[config.mk]
export PLATFORM = sky130hd
export DESIGN_NAME = mem_port_arbiter
export DESIGN_NICKNAME = d
export VERILOG_FILES = /design/src/rtl/mem_port_arbiter.sv
export SDC_FILE = /design/constraint.sdc
export NUM_CORES = 1
export LEC_CHECK = 0
export ABC_AREA = 1
export BUFFER_PORTS_ARGS = -buffer_cell sky130_fd_sc_hd__buf_2
export CORE_MARGIN = 4
export CORE_UTILIZATION = 50
export CTS_CLUSTER_SIZE = 14
export DETAILED_ROUTE_END_ITERATION = 10
export GPL_TIMING_DRIVEN = 0
export MAX_ROUTING_LAYER = met4
export PLACE_DENSITY_LB_ADDON = 0.15
export SYNTH_ARGS = -nofsm -noshare
export SYNTH_HDL_FRONTEND = slang
export SYNTH_SLANG_ARGS = --single-unit
[constraint.sdc]
create_clock -name clk -period 2.6 [get_ports clk]
set_input_delay 0 -clock clk [delete_from_list [all_inputs] [get_ports clk]]
set_output_delay 0 -clock clk [all_outputs]
set_load 0.01 [all_outputs]
[src/rtl/mem_port_arbiter.sv]
// mem_port_arbiter
//   Shares one single-port, variable-latency memory between the instruction
//   fetch port and the data port. DATA has fixed priority over FETCH, and only
//   one bus transaction is outstanding at a time. Each completion is reported
//   as a one-cycle valid pulse to the requester that owns the transaction.
//   A fetch can be dropped on a PC redirect (if_flush).
//
//   Optional feature macro: ARB_STARVE_EN
//     When it is defined, FETCH is forced through after STARVE_LIMIT
//     consecutive DATA grants made while a fetch was pending.
//
// Ports
//   clk, rst_n                   clock (rising edge), async active-low reset
//   if_req/if_addr/if_flush      fetch request, PC, redirect
//   if_valid/if_rdata            fetch completion pulse and instruction
//   dm_req/dm_we/dm_addr/dm_wdata  data request (load/store)
//   dm_valid/dm_rdata            data completion pulse and load data
//   mem_req/mem_we/mem_addr/mem_wdata  bus request side
//   mem_ready                    bus accepts when mem_req & mem_ready
//   mem_rvalid/mem_rdata         bus completion and read data
//   bus_err                      one-cycle pulse on a timeout completion
module mem_port_arbiter #(
    parameter int ADDR_W       = 32,
    parameter int DATA_W       = 32,
    parameter int TIMEOUT      = 255,
    parameter int STARVE_LIMIT = 4
) (
    input  logic              clk,
    input  logic              rst_n,
    input  logic              if_req,
    input  logic [ADDR_W-1:0] if_addr,
    input  logic              if_flush,
    output logic              if_valid,
    output logic [DATA_W-1:0] if_rdata,
    input  logic              dm_req,
    input  logic              dm_we,
    input  logic [ADDR_W-1:0] dm_addr,
    input  logic [DATA_W-1:0] dm_wdata,
    output logic              dm_valid,
    output logic [DATA_W-1:0] dm_rdata,
    output logic              mem_req,
    output logic              mem_we,
    output logic [ADDR_W-1:0] mem_addr,
    output logic [DATA_W-1:0] mem_wdata,
    input  logic              mem_ready,
    input  logic              mem_rvalid,
    input  logic [DATA_W-1:0] mem_rdata,
    output logic              bus_err
);

    typedef enum logic [1:0] {IDLE, REQ, RESP} state_t;

    localparam logic [7:0] TMO = 8'(TIMEOUT);

    state_t     state, state_nxt;
    logic       owner_fetch;   // 1 = FETCH owns the current transaction
    logic       discard;       // fetch flushed while outstanding
    logic [7:0] tmo_cnt;
    logic       fetch_ok;
    logic       grant_data, grant_fetch;
    logic       tmo_hit;
    logic       done;
    logic       starve_force;

    assign fetch_ok = if_req & ~if_flush;

    // tmo_cnt is 0 in the first RESP cycle. Deciding at cnt+2 >= TIMEOUT puts
    // the registered error pulse exactly TIMEOUT cycles after the accepting
    // cycle (earliest possible for TIMEOUT of 1 or 2).
    assign tmo_hit = (state == RESP) && !mem_rvalid && (TMO != 8'd0) &&
                     (({1'b0, tmo_cnt} + 9'd2) >= {1'b0, TMO});
    assign done    = (state == RESP) && (mem_rvalid || tmo_hit);

`ifdef ARB_STARVE_EN
    logic [7:0] starve_cnt;

    assign starve_force = (starve_cnt == 8'(STARVE_LIMIT)) && fetch_ok;

    always_ff @(posedge clk or negedge rst_n) begin
        if (!rst_n) begin
            starve_cnt <= '0;
        end else if (grant_data) begin
            starve_cnt <= fetch_ok ? starve_cnt + 8'd1 : 8'd0;
        end else if (grant_fetch) begin
            starve_cnt <= '0;
        end
    end
`else
    assign starve_force = 1'b0;
`endif

    always_ff @(posedge clk or negedge rst_n) begin
        if (!rst_n) state <= IDLE;
        else        state <= state_nxt;
    end

    always_comb begin
        state_nxt   = state;
        grant_data  = 1'b0;
        grant_fetch = 1'b0;
        mem_req     = 1'b0;
        case (state)
            IDLE: begin
                if (dm_req && !starve_force) grant_data  = 1'b1;
                else if (fetch_ok)           grant_fetch = 1'b1;
                if (grant_data || grant_fetch) state_nxt = REQ;
            end
            REQ: begin
                mem_req = 1'b1;
                if (mem_ready) state_nxt = RESP;
            end
            RESP: begin
                if (done) state_nxt = IDLE;
            end
            default: state_nxt = IDLE;
        endcase
    end

    always_ff @(posedge clk or negedge rst_n) begin
        if (!rst_n) begin
            owner_fetch <= 1'b0;
            discard     <= 1'b0;
            tmo_cnt     <= '0;
            mem_we      <= 1'b0;
            mem_addr    <= '0;
            mem_wdata   <= '0;
            if_valid    <= 1'b0;
            if_rdata    <= '0;
            dm_valid    <= 1'b0;
            dm_rdata    <= '0;
            bus_err     <= 1'b0;
        end else begin
            if_valid <= 1'b0;
            dm_valid <= 1'b0;
            bus_err  <= 1'b0;

            if (grant_data) begin
                owner_fetch <= 1'b0;
                mem_we      <= dm_we;
                mem_addr    <= dm_addr;
                mem_wdata   <= dm_wdata;
            end else if (grant_fetch) begin
                owner_fetch <= 1'b1;
                mem_we      <= 1'b0;
                mem_addr    <= if_addr;
                mem_wdata   <= '0;
            end

            if (state == REQ)       tmo_cnt <= '0;
            else if (state == RESP) tmo_cnt <= tmo_cnt + 8'd1;

            if ((state == REQ || state == RESP) && owner_fetch && if_flush)
                discard <= 1'b1;

            // A flush in the completing cycle also suppresses the fetch pulse.
            if (done) begin
                discard <= 1'b0;
                bus_err <= tmo_hit;
                if (owner_fetch) begin
                    if (!discard && !if_flush) begin
                        if_valid <= 1'b1;
                        if_rdata <= mem_rvalid ? mem_rdata : '0;
                    end
                end else begin
                    dm_valid <= 1'b1;
                    dm_rdata <= mem_rvalid ? mem_rdata : '0;
                end
            end
        end
    end

endmodule
; Word-level counts from Yosys, hierarchy flattened
; Cells that the tools add are included.
[op_classes]
n_mux = 31
reduce_logical = 19
eq_ne = 5
bitwise = 3
addsub = 2
magnitude_cmp = 1
[ops]
columns = cell, count
row1 = two-way mux 32 bit, 5
row2 = two-way mux 1 bit, 20
row3 = two-way mux 8 bit, 2
row4 = adder 8 x 2 -> 9 bit (second input constant), 1
row5 = greater-or-equal comparator 9 x 8 -> 1 bit (second input constant), 1
row6 = adder 8 x 1 -> 8 bit (second input constant), 1
row7 = logical AND 1 bit, 6
row8 = two-way mux 2 bit, 3
row9 = != test 2 bit (second input constant), 3
row10 = case mux 2 bit (3 select lines), 1
row11 = AND reduction 3 bit, 2
row12 = nonzero test 2 bit, 3
row13 = zero test 1 bit, 3
row14 = logical OR 1 bit, 3
row15 = == test 2 x 1 -> 1 bit (second input constant), 1
row16 = == test 2 bit (second input constant), 1
row17 = zero test 2 bit, 1
row18 = NOT 1 bit, 2
row19 = AND reduction 2 bit, 1
row20 = AND 1 bit, 1
[totals]
register_bits = 144
out_inout_bits = 133
word_cells = 73

; Longest topological paths before layout
[depth]
word_depth = 8
mapped_depth = 13
depth_no_buf = 12

; Worst setup path after synthesis
; No wires, ideal clock.
[synth_path]
kind = register to register
from = register tmo_cnt[1]
to = register if_rdata[22]
path_slack_ps = 813
period_less_slack_ps = 1787
path_stages_with_launch = 13
arrival_time_ps = 1720
path_cell_list = dfrtp_1 inv_1 ha_1 inv_1 nand2_1 nand2_1 nor2_1 nor2_1 nand3_1 nand2_2 buf_1 nand4_1 nand2_1
[synth_between]
elab_chain_cells = 6
[synth_rtl]
columns = item, line_no
row1 = "start, declared", 58  ; logic [7:0] tmo_cnt;
row2 = "start signal, assigned", 150  ; else if (state == RESP) tmo_cnt <= tmo_cnt + 8'd1;
row3 = adder 8 x 2 -> 9 bit, 71  ; (({1'b0, tmo_cnt} + 9'd2) >= {1'b0, TMO});
row4 = greater-or-equal comparator 9 x 8 -> 1 bit, 71
row5 = logical AND 1 bit, 70  ; assign tmo_hit = (state == RESP) && !mem_rvalid && (TMO != 8'd0) &&
row6 = logical OR 1 bit, 72  ; assign done = (state == RESP) && (mem_rvalid || tmo_hit);
row7 = logical AND 1 bit, 72
row8 = AND reduction 3 bit (no line), --
row9 = "end signal, assigned", 162  ; if_rdata <= mem_rvalid ? mem_rdata : '0;
row10 = "end, declared", 34  ; output logic [DATA_W-1:0] if_rdata,
; No other way between the ends.
; A chain may end at the register's enable or synchronous reset.

; Worst setup path after layout
[layout_path]
from = register state[0]
to = register mem_addr[10]
[layout_between]
elab_chain_cells = 3
elab_cells_between_ends = 5
[layout_rtl]
columns = item, line_no
row1 = "start, declared", 55  ; state_t state, state_nxt;
row2 = "start signal, assigned", 94  ; else state <= state_nxt;
row3 = zero test 2 bit *, 102  ; case (state)
row4 = two-way mux 1 bit, 102
row5 = two-way mux 32 bit or nonzero test 2 bit (tied branches), --
row6 = "end signal, assigned", 140  ; mem_addr <= dm_addr;
row7 = "end signal, assigned", 145  ; mem_addr <= if_addr;
row8 = "end, declared", 43  ; output logic [ADDR_W-1:0] mem_addr,
; Mark *: on every way between the ends. The rest lies on a longest branch, timed or not.

==> metrics.md <==
| Metric | Value |
|---|---|
| CTS Buf Count | `17` |
| M2 GR Usage | `0.5425` |
| H-tree Lvls | `4` |
| Drt first-iter violations | `545` |
| Vias in the first global route | `7351` |
| Post-layout net count | `1343` |
| Minimum clock period | `between 2 and 3 ns` |
| CP required | `2.96 ns` |
| Pwr per Cell Area | `between 1000 and 1500 mW/mm^2` |
| First-pass GRT wire length | `between 30000 and 40000 um` |
| Most frequent cell after synthesis | `nand2_1` |
| Mapped Nets | `924` |
| #FFs+latches synth | `about 140` |
| Fin area | `~0.0099 mm^2` |
| Core Rows | `between 40 and 50` |
| Core Footprint | `roughly 0.013 mm^2` |
| Initial Util | `0.5092` |
| Commonest register cell after synthesis | `dfrtp_1` |
| Gate power share | `0.410` |
| Gr busiest metal | `met2` |
| Initial antenna violation count | `0` |
| First-pass DRT Iterations | `5` |
| Sw frac | `0.3944` |
| Top cells by area, synth | `dfrtp_1 (56%), nand2_1 (19%), nand4_1 (6.3%), a31oi_1 (3.1%), inv_1 (3.1%)` |
| CTS Sinks | `144` |
| PortBufs | `268` |
| Worst slew pin tran | `around 0.64 ns` |
| TritonCTS clock tree | `built` |
| M1 GR Usage | `0.3873` |
| Clock buffer depth | `2` |
| Ratio of cells with drive above 1 in the final layout | `0.2638` |
| Worst-skew pair later-pin latency | `roughly 0.43 ns` |
| Full die area | `about 0.015 mm^2` |
| R2R Setup Slk | `~0.09 ns` |
| CP Launch Type | `flop` |
| Crit-path max FO | `10` |
| DR vias | `7300` |
| Layout overhead on the synthesized area | `55.19%` |
| Synth async-reset ratio | `1.000` |
| Global Route Usage Sum | `0.3355` |
| IO Pins | `about 270` |
| Crit. End Element | `flop` |
| Hold Vio Cnt, Final | `0` |
| Antenna viol nets, final | `0` |
| Grt ovf | `0` |
| Placed Cells incl. Taps | `1222` |
| Leakage power figure | `~5.6 nW` |
| Max Cap Violations | `0` |
| DPL Wire Length | `between 10000 and 15000 um` |
| Largest net degree at the start of global routing | `78` |
| Synth unique cells | `23` |
| Die width | `roughly 120 um` |
| Largest area contributor in the netlist | `dfrtp_1` |
| Peak supply drop | `0.0005576 V` |
| Clock root cell | `clkbuf_16` |
| Gpl congestion | `between 0.8 and 0.9` |
| Fmax | `around 400 MHz` |
| DRC | `0` |
| Synthesized area | `around 0.0064 mm^2` |
| Setup-failing EPs final | `0` |
| Drt wl/cell | `~17 um` |
| Top cell type's share of synthesized area | `0.5630` |
| Tightest Hold Check Type | `input pin to flop` |
| P_sw | `4.241 mW` |
| Clock power frac | `0.237` |
| Die Height | `around 120 um` |
| N_diodes | `0` |
| Total placed instance area | `0.007990 mm^2` |
| RSZ-0062 raised after global routing | `yes` |
| Synth Area per Inst | `slightly above 8 um^2` |
| Int Pwr | `6.512 mW` |
| GR Util met3 | `0.08671` |
| Synth Warn # | `0` |
| Critical path class | `flop to flop` |
| Fin crit share | `0.9654` |
| Post-synth EDFFs | `0` |
| Slew margin rel. | `0.5725` |
| Min Hold Slack | `between 0.01 and 0.015 ns` |
| WP data arrival | `around 2.9 ns` |
| Run status | `completed` |
| Sequential element share of the synthesized area | `0.5630` |
| Post-Syn Instances | `slightly below 800` |
| Reg clk slew, reported paths | `approximately 0.06 ns` |
| Top post-synthesis cells by count | `nand2_1 (320), dfrtp_1 (144), nand4_1 (64), inv_1 (53), nor2_1 (50)` |
| Reg power frac | `0.354` |
| Slew Limit Fails | `0` |
| Post-Layout Cell Count | `1385` |
| Final Total Pwr | `10.75 mW` |
| Drt total wl | `23680 um` |
| Vias per cell | `~5.3` |
| Setup Skew | `0.01581 ns` |
[path summary, 6_finish.rpt]
check,cells after the start,to,from
setup / recovery,8,mem_addr[10],state[0]
hold / removal,5,state[0],mem_ready
setup reg to reg,8,mem_addr[10],state[0]
hold reg to reg,2,if_rdata[17],if_rdata[17]
max in group asynchronous,3,mem_wdata[3],rst_n
min in group asynchronous,2,tmo_cnt[6],rst_n
[power by group through the flow]
stage | combinational (mW) | clock, mW | sequential, mW
2_1_floorplan | 1.72 | 0 | 4.16
4_1_cts | 4.20 | 2.55 | 3.75
6_report | 4.40 | 2.55 | 3.80
5_1_grt | 4.78 | 2.69 | 3.90
3_3_place_gp | 3.80 | 0 | 3.74
3_5_place_dp | 3.88 | 0 | 3.76
[registers in the layout, summed over array words and instances (netlist names)]
name,count
dm_rdata,32
owner_fetch,1
dm_valid,1
if_rdata,32
mem_we,1
mem_addr,32
if_valid,1
mem_wdata,32
bus_err,1
discard,1
state,2
tmo_cnt,8
[repair_timing]
item / CTS / global route
hold buffers: 131 / 0
endpoints found under the hold margin: 196 / 0
buffers inserted: 0 / 0
endpoints found under the setup margin: 0 / 13
resized for setup: 0 / 19
[cell type report]
type / instances / area, um^2
inverter: 54 / 202.7
fill: 803 / 2636
clock buffer: 22 / 484.2
buffer: 52 / 214.0
tap: 172 / 215.2
timing repair buffer: 400 / 2686
sequential: 144 / 3603
clock inverter: 10 / 132.6
multi-input combinational: 531 / 2394
[metal layers]
layer | wire length (um) | vias up
met5 | 0 | -
met4 | 1314 | 0
met3 | 1948 | 110
met2 | 11580 | 455
met1 | 8833 | 3368
li1 | - | 3367
[worst max-delay path, cell delays in order, from the launching register on]
cell and delay, ns:
dfrtp_1 0.39, inv_1 0.08, ha_1 0.22, nand2_1 0.26, nand2_2 0.30, clkbuf_2 0.29, nor2_1 0.07, a31oi_1 0.22
dlygate4sd3_1 0.61
[cell usage in the layout, fill, tap and decap left out, types with 6 or more instances in the layout]
cell	Yosys	final
buf_1	6	6
buf_2	6	273
nand4_1	64	64
clkbuf_1	40	32
nor2_1	50	50
nand3_1	37	37
clkbuf_2	0	9
dfrtp_1	144	144
dlygate4sd3_1	0	131
a31oi_1	32	32
clkbuf_16	0	17
nand2_1	320	319
ha_1	7	7
inv_1	53	53
[stage by stage]
stage           TNS, ns  setup WS, ns  utilization
4_1_cts               0       0.02146       0.7891
2_1_floorplan         0        0.8130            -
5_1_grt        -0.01951      -0.01951       0.7902
3_3_place_gp     -77.58       -0.5480       0.6331
6_report              0       0.08988       0.7902
3_5_place_dp          0        0.4090       0.6357
[logic make-up (layout without fill, tap and decap cells)]
kind of cell    after synthesis  count (layout)  synth area share
compound gates               44              44           0.04145
buf+inv                     106             538           0.06334
fa+ha+maj                     7               7           0.01368
simple gates                479             479            0.3171
xor+xnor                      1               1          0.001369
flops                       144             144            0.5631
(Power assumes the default switching activity.)
